<file path="src/rtl/ps2_kbd_tx.sv">
// ps2_kbd_tx: PS/2 keyboard-side transmitter.
// Scan-code bytes are queued in an 8-entry FIFO, then sent one at a time as
// 11-bit frames (start, 8 data bits LSB first, odd parity, stop).
// The device drives both ps2_clk and ps2_dat, and both outputs are registered.
// A minimum idle gap is enforced between consecutive frames.
module ps2_kbd_tx #(
    parameter int HALF = 16,
    parameter int GAP  = 32
) (
    input  logic       clock,
    input  logic       reset,
    input  logic       in_valid,
    input  logic [7:0] in_data,
    output logic       in_ready,
    output logic       ps2_clk,
    output logic       ps2_dat,
    output logic       busy,
    output logic [3:0] level
);

    typedef enum logic [1:0] {
        IDLE = 2'd0,
        HIGH = 2'd1,
        LOW  = 2'd2
    } state_t;

    localparam logic [7:0] HALF_M1 = 8'(HALF - 1);
    localparam logic [7:0] GAP_V   = 8'(GAP);

    logic [7:0]  fifo_mem [8];
    logic [2:0]  wr_ptr;
    logic [2:0]  rd_ptr;
    logic [3:0]  count;
    logic        push;
    logic        pop;

    state_t      state;
    state_t      state_nxt;
    logic [7:0]  timer;
    logic [7:0]  timer_nxt;
    logic [3:0]  bit_idx;
    logic [3:0]  idx_nxt;
    logic [7:0]  gap_cnt;
    logic [7:0]  gap_nxt;
    logic [10:0] frame;
    logic [10:0] frame_nxt;
    logic        clk_q;
    logic        dat_q;
    logic        clk_nxt;
    logic        dat_nxt;
    logic [7:0]  head_byte;

    // Full is the only reason to refuse a byte; a pop in the same cycle does not help.
    assign in_ready  = (count != 4'd8);
    assign push      = in_valid && in_ready;
    assign level     = count;
    assign busy      = (state != IDLE) || (count != 4'd0);
    assign ps2_clk   = clk_q;
    assign ps2_dat   = dat_q;
    assign head_byte = fifo_mem[rd_ptr];

    // FIFO storage needs no reset: the count alone says which entries are meaningful.
    always_ff @(posedge clock) begin
        if (push) begin
            fifo_mem[wr_ptr] <= in_data;
        end
    end

    // FIFO pointers and occupancy; a push and pop together leave the count alone.
    always_ff @(posedge clock or posedge reset) begin
        if (reset) begin
            wr_ptr <= 3'd0;
            rd_ptr <= 3'd0;
            count  <= 4'd0;
        end else begin
            if (push) begin
                wr_ptr <= wr_ptr + 3'd1;
            end
            if (pop) begin
                rd_ptr <= rd_ptr + 3'd1;
            end
            case ({push, pop})
                2'b10:   count <= count + 4'd1;
                2'b01:   count <= count - 4'd1;
                default: count <= count;
            endcase
        end
    end

    // State register for the frame sequencer, plus its registered line outputs.
    always_ff @(posedge clock or posedge reset) begin
        if (reset) begin
            state   <= IDLE;
            timer   <= 8'd0;
            bit_idx <= 4'd0;
            gap_cnt <= GAP_V;
            frame   <= 11'h7FF;
            clk_q   <= 1'b1;
            dat_q   <= 1'b1;
        end else begin
            state   <= state_nxt;
            timer   <= timer_nxt;
            bit_idx <= idx_nxt;
            gap_cnt <= gap_nxt;
            frame   <= frame_nxt;
            clk_q   <= clk_nxt;
            dat_q   <= dat_nxt;
        end
    end

    // Next-state logic: each half-period lasts HALF cycles, and a frame is 11 HIGH/LOW pairs.
    always_comb begin
        state_nxt = state;
        timer_nxt = timer;
        idx_nxt   = bit_idx;
        gap_nxt   = gap_cnt;
        frame_nxt = frame;
        pop       = 1'b0;
        case (state)
            IDLE: begin
                if (gap_cnt != GAP_V) begin
                    gap_nxt = gap_cnt + 8'd1;
                end
                if ((count != 4'd0) && (gap_cnt == GAP_V)) begin
                    pop       = 1'b1;
                    frame_nxt = {1'b1, ~^head_byte, head_byte, 1'b0};
                    idx_nxt   = 4'd0;
                    timer_nxt = HALF_M1;
                    state_nxt = HIGH;
                end
            end
            HIGH: begin
                if (timer == 8'd0) begin
                    timer_nxt = HALF_M1;
                    state_nxt = LOW;
                end else begin
                    timer_nxt = timer - 8'd1;
                end
            end
            LOW: begin
                if (timer == 8'd0) begin
                    if (bit_idx < 4'd10) begin
                        idx_nxt   = bit_idx + 4'd1;
                        timer_nxt = HALF_M1;
                        state_nxt = HIGH;
                    end else begin
                        gap_nxt   = 8'd0;
                        state_nxt = IDLE;
                    end
                end else begin
                    timer_nxt = timer - 8'd1;
                end
            end
            default: begin
                state_nxt = IDLE;
            end
        endcase
    end

    // Line outputs: data only changes on entry to HIGH, so it is settled a full half-period before the clock falls.
    always_comb begin
        clk_nxt = (state_nxt != LOW);
        dat_nxt = dat_q;
        if ((state_nxt == HIGH) && (state != HIGH)) begin
            dat_nxt = frame_nxt[idx_nxt];
        end else if (state_nxt == IDLE) begin
            dat_nxt = 1'b1;
        end
    end

endmodule

</file>
<file path="config.mk">
export PLATFORM = sky130hd
export DESIGN_NAME = ps2_kbd_tx
export DESIGN_NICKNAME = d
export VERILOG_FILES = /design/src/rtl/ps2_kbd_tx.sv
export SDC_FILE = /design/constraint.sdc
export NUM_CORES = 1
export LEC_CHECK = 0
export ABC_AREA = 1
export BUFFER_PORTS_ARGS = -buffer_cell sky130_fd_sc_hd__buf_2
export CAP_MARGIN = 10
export CORE_MARGIN = 2
export CORE_UTILIZATION = 60
export CTS_CLUSTER_SIZE = 28
export DETAILED_ROUTE_END_ITERATION = 7
export PLACE_DENSITY = 0.84
export RECOVER_POWER = 25
export SYNTH_ARGS = -nofsm -noshare
export SYNTH_HDL_FRONTEND = slang
export SYNTH_SLANG_ARGS = --single-unit
</file>
<file path="constraint.sdc">
create_clock -name clock -period 4.2 [get_ports clock]
set_input_delay 0.63 -clock clock [delete_from_list [all_inputs] [get_ports clock]]
set_output_delay 0.63 -clock clock [all_outputs]
set_load 0.02 [all_outputs]
</file>
==> impl_metrics.tcl <==
set metrics [dict create \
    cts_resized 0 \
    rows 35 \
    drt-initial-drc-count 166 \
    synth.ff_latch_count 109 \
    finalHoldViolCount 0 \
    maxSlewViolCount 0 \
    wl_per_cell_um 13.43 \
    cts-root-buf "clkbuf_8" \
    path_class "register to register" \
    period_needed_ns 2.675 \
    utilization 0.6524 \
    grt_pass1_vias 4013 \
    path_max_fanout 20 \
    yosysSeqAreaShare 0.5359 \
    rsz0062_at_grt "no" \
    setup_viol 0 \
    endpoint_kind "register" \
    p_comb_frac 0.173 \
    grt_overflow 0 \
    hp-class "primary input to async pin" \
    routed_wl_um 10810 \
    cts.sinks 109 \
    place_congestion 0.8981 \
    cts.clk_slew.worst_paths_ns 0.10 \
    yosysWarnings 0 \
    power.switching_uw 716.1 \
    async_flop_share 0.4128 \
    tns_ns 0 \
    grt_usage 0.2280 \
    drc 0 \
    top_level_ports 19 \
    cp.arrival_ns 2.95 \
    diodes 0 \
    power_leakage_uw 0.002936 \
    worst_setup_path_start_kind "register" \
    fin_nets 696 \
    area_delta_synth_final_pct 5.381 \
    max_freq_mhz 373.8 \
    cts_inserted_buffers 9 \
    required_ns 4.47 \
    synth.distinct_cells 44 \
    hold_buffers 0 \
    viasPerCell 5.179 \
    synth_area_um2 5720 \
    r2r_cells 14 \
    die_y_um 101.6 \
    tightest_slew_ns 1.052 \
    max_stage_delay_ns 0.41 \
    internal_power_uw 1614 \
    syn_avg_cell_area_um2 8.707 \
    clk_latency_ns 0.38 \
    grt_max_degree 46 \
    vias 4169 \
    clock_skew_ns 0.01007 \
    dp_hpwl_um 7332 \
    p_seq_frac 0.567 \
    status "finished, final reports clean" \
    ys.flop_type "edfxtp_1" \
    cts_tree "built" \
    syn-num-nets 682 \
    worst_hold_slack_ns 0.3676 \
    critPathSlowestCell "dfrtp_1" \
    min_period_over_period 0.6370 \
    p_sw_frac 0.3074 \
    cp_cell_sequence "inv_1 -> ha_1 -> nand3_1 -> buf_4 -> clkinv_2 -> ha_1 -> ha_1 -> nand2_1 -> nor2_1 -> a211oi_1 -> nor2_1 -> nor2_1 -> nand2_1 -> xor2_1" \
    slew_headroom 0.2959 \
    cts_buffer_depth 2 \
    ir_worst_vdd_mv 0.3286 \
    drive_above_1_share 0.1257 \
    postCtsSetupRepairBufs 0 \
    r2r_start "state[0]" \
    synthCells 657 \
    dieArea_um2 10330 \
    reg2reg_slack_ns 1.52 \
    start_util 0.6191 \
    cap_violations 0 \
    p_clk_frac 0.259 \
    drt-pass1-iter-count 5 \
    h-tree-depth 3 \
    rr_endpoint "level[3]" \
    power.density_nw_per_um2 386.5 \
    grt_pass1_wl_um 18120 \
    port_buffers 18 \
    antenna_found_initial 0 \
    die_x_um 101.6 \
    startpoint "state[0]" \
    core_um2 9240 \
    ant_nets 0 \
    synth_edf_count 64 \
]
[how the worst max path moves through the flow]
stage                     endpoint  slack (ns)
after floorplan           level[3]        1.77
after global placement    level[3]        1.64
after detailed placement  level[3]        1.55
after CTS                 level[3]        1.52
after global routing      level[3]        1.26
final                     level[3]        1.52
[state kept, by name, summed over array words and instances (netlist names)]
register,count
timer,8
rd_ptr,3
gap_cnt,8
ps2_clk,1
wr_ptr,3
frame,11
level,4
fifo_mem,64
state,2
bit_idx,4
ps2_dat,1
[area by class of cell]
cell class                      count  area (µm²)
Fill cell                         734        3212
Sequential cell                   109        3065
Multi-Input combinational cell    408        2043
Inverter                          122       466.7
Tap cell                          129       161.4
Clock buffer                       10       127.6
Timing Repair Buffer               21       102.6
Clock inverter                      6       61.31
[synthesized netlist by cell type (all sizes together) (3+ instances only)]
master	n	area, µm²
a21oi	11	58.81
buf	17	141.4
dfrtp	31	775.7
dfstp	14	367.9
edfxtp	64	1922
ha	13	162.7
inv	121	461.7
nand2	221	854.6
nand3	70	385.4
nand3b	3	22.52
nor2	29	136.4
nor3	7	45.04
o21ai	24	123.9
or2	4	25.03
xor2	9	78.83
[power groups by stage]
stage / sequential, µW / combinational, µW / clock (µW)
after CTS: 1320 / 408 / 613
after floorplan: 1350 / 252 / 0
final: 1320 / 404 / 604
after global placement: 1340 / 385 / 0
after global routing: 1330 / 454 / 654
after detailed placement: 1340 / 401 / 0
[stage by stage]
stage / cells / worst slack [ns] / cell area, µm² / total power (µW)
after floorplan: 657 / 1.772 / 5720 / 1606
final: 805 / 1.525 / 6028 / 2330
after global routing: 805 / 1.257 / 6028 / 2441
after CTS: 805 / 1.518 / 6038 / 2343
after detailed placement: 789 / 1.553 / 5849 / 1744
after global placement: 789 / 1.644 / 5849 / 1720
[kinds of logic (layout without fill, tap and decap cells)]
| kind of cell | Yosys count | count (layout) | synth area share |
|---|---|---|---|
| AOI/OAI and AO/OA | 48 | 48 | 0.05053 |
| buffers and inverters | 140 | 159 | 0.1070 |
| xor gates and xnor gates | 11 | 11 | 0.01684 |
| adders and majority gates | 14 | 14 | 0.03193 |
| DFF | 109 | 109 | 0.5359 |
| and+or+nand+nor | 335 | 335 | 0.2579 |
[per-layer routing]
metal / vias up / part of all wire / track usage
li1: 2096 / - / -
met2: 90 / 0.50 / 0.3877
met1: 1952 / 0.42 / 0.2669
met5: - / 0 / 0
met3: 31 / 0.047 / 0.05659
met4: 0 / 0.032 / 0.1195
[placed cells by master (no fill, tap or decap), types with 2 or more instances in the layout]
cell type	count
nand2_1	211
inv_1	109
edfxtp_1	64
nand3_1	63
dfrtp_1	31
nor2_1	24
o21ai_0	19
dfstp_2	14
ha_1	13
nand2_2	10
a21oi_1	10
buf_2	10
inv_2	9
xor2_1	9
clkbuf_8	9
clkbuf_1	9
nand3_2	7
nor3_1	5
o21ai_1	4
inv_6	4
nor2_4	3
nand3b_1	3
or2_2	3
buf_4	3
nor3_2	2
nor2_2	2
a31oi_1	2
o22ai_1	2
o211ai_1	2
xnor2_1	2
[worst max-delay path, delay by kind of cell (launching register included)]
family          cells  cell delay [ns]
compound gates      1             0.23
xor+xnor            1             0.14
fa+ha+maj           3             0.87
buf+inv             3             0.44
flops               1             0.41
simple gates        6             0.48
(Power assumes the default switching activity.)
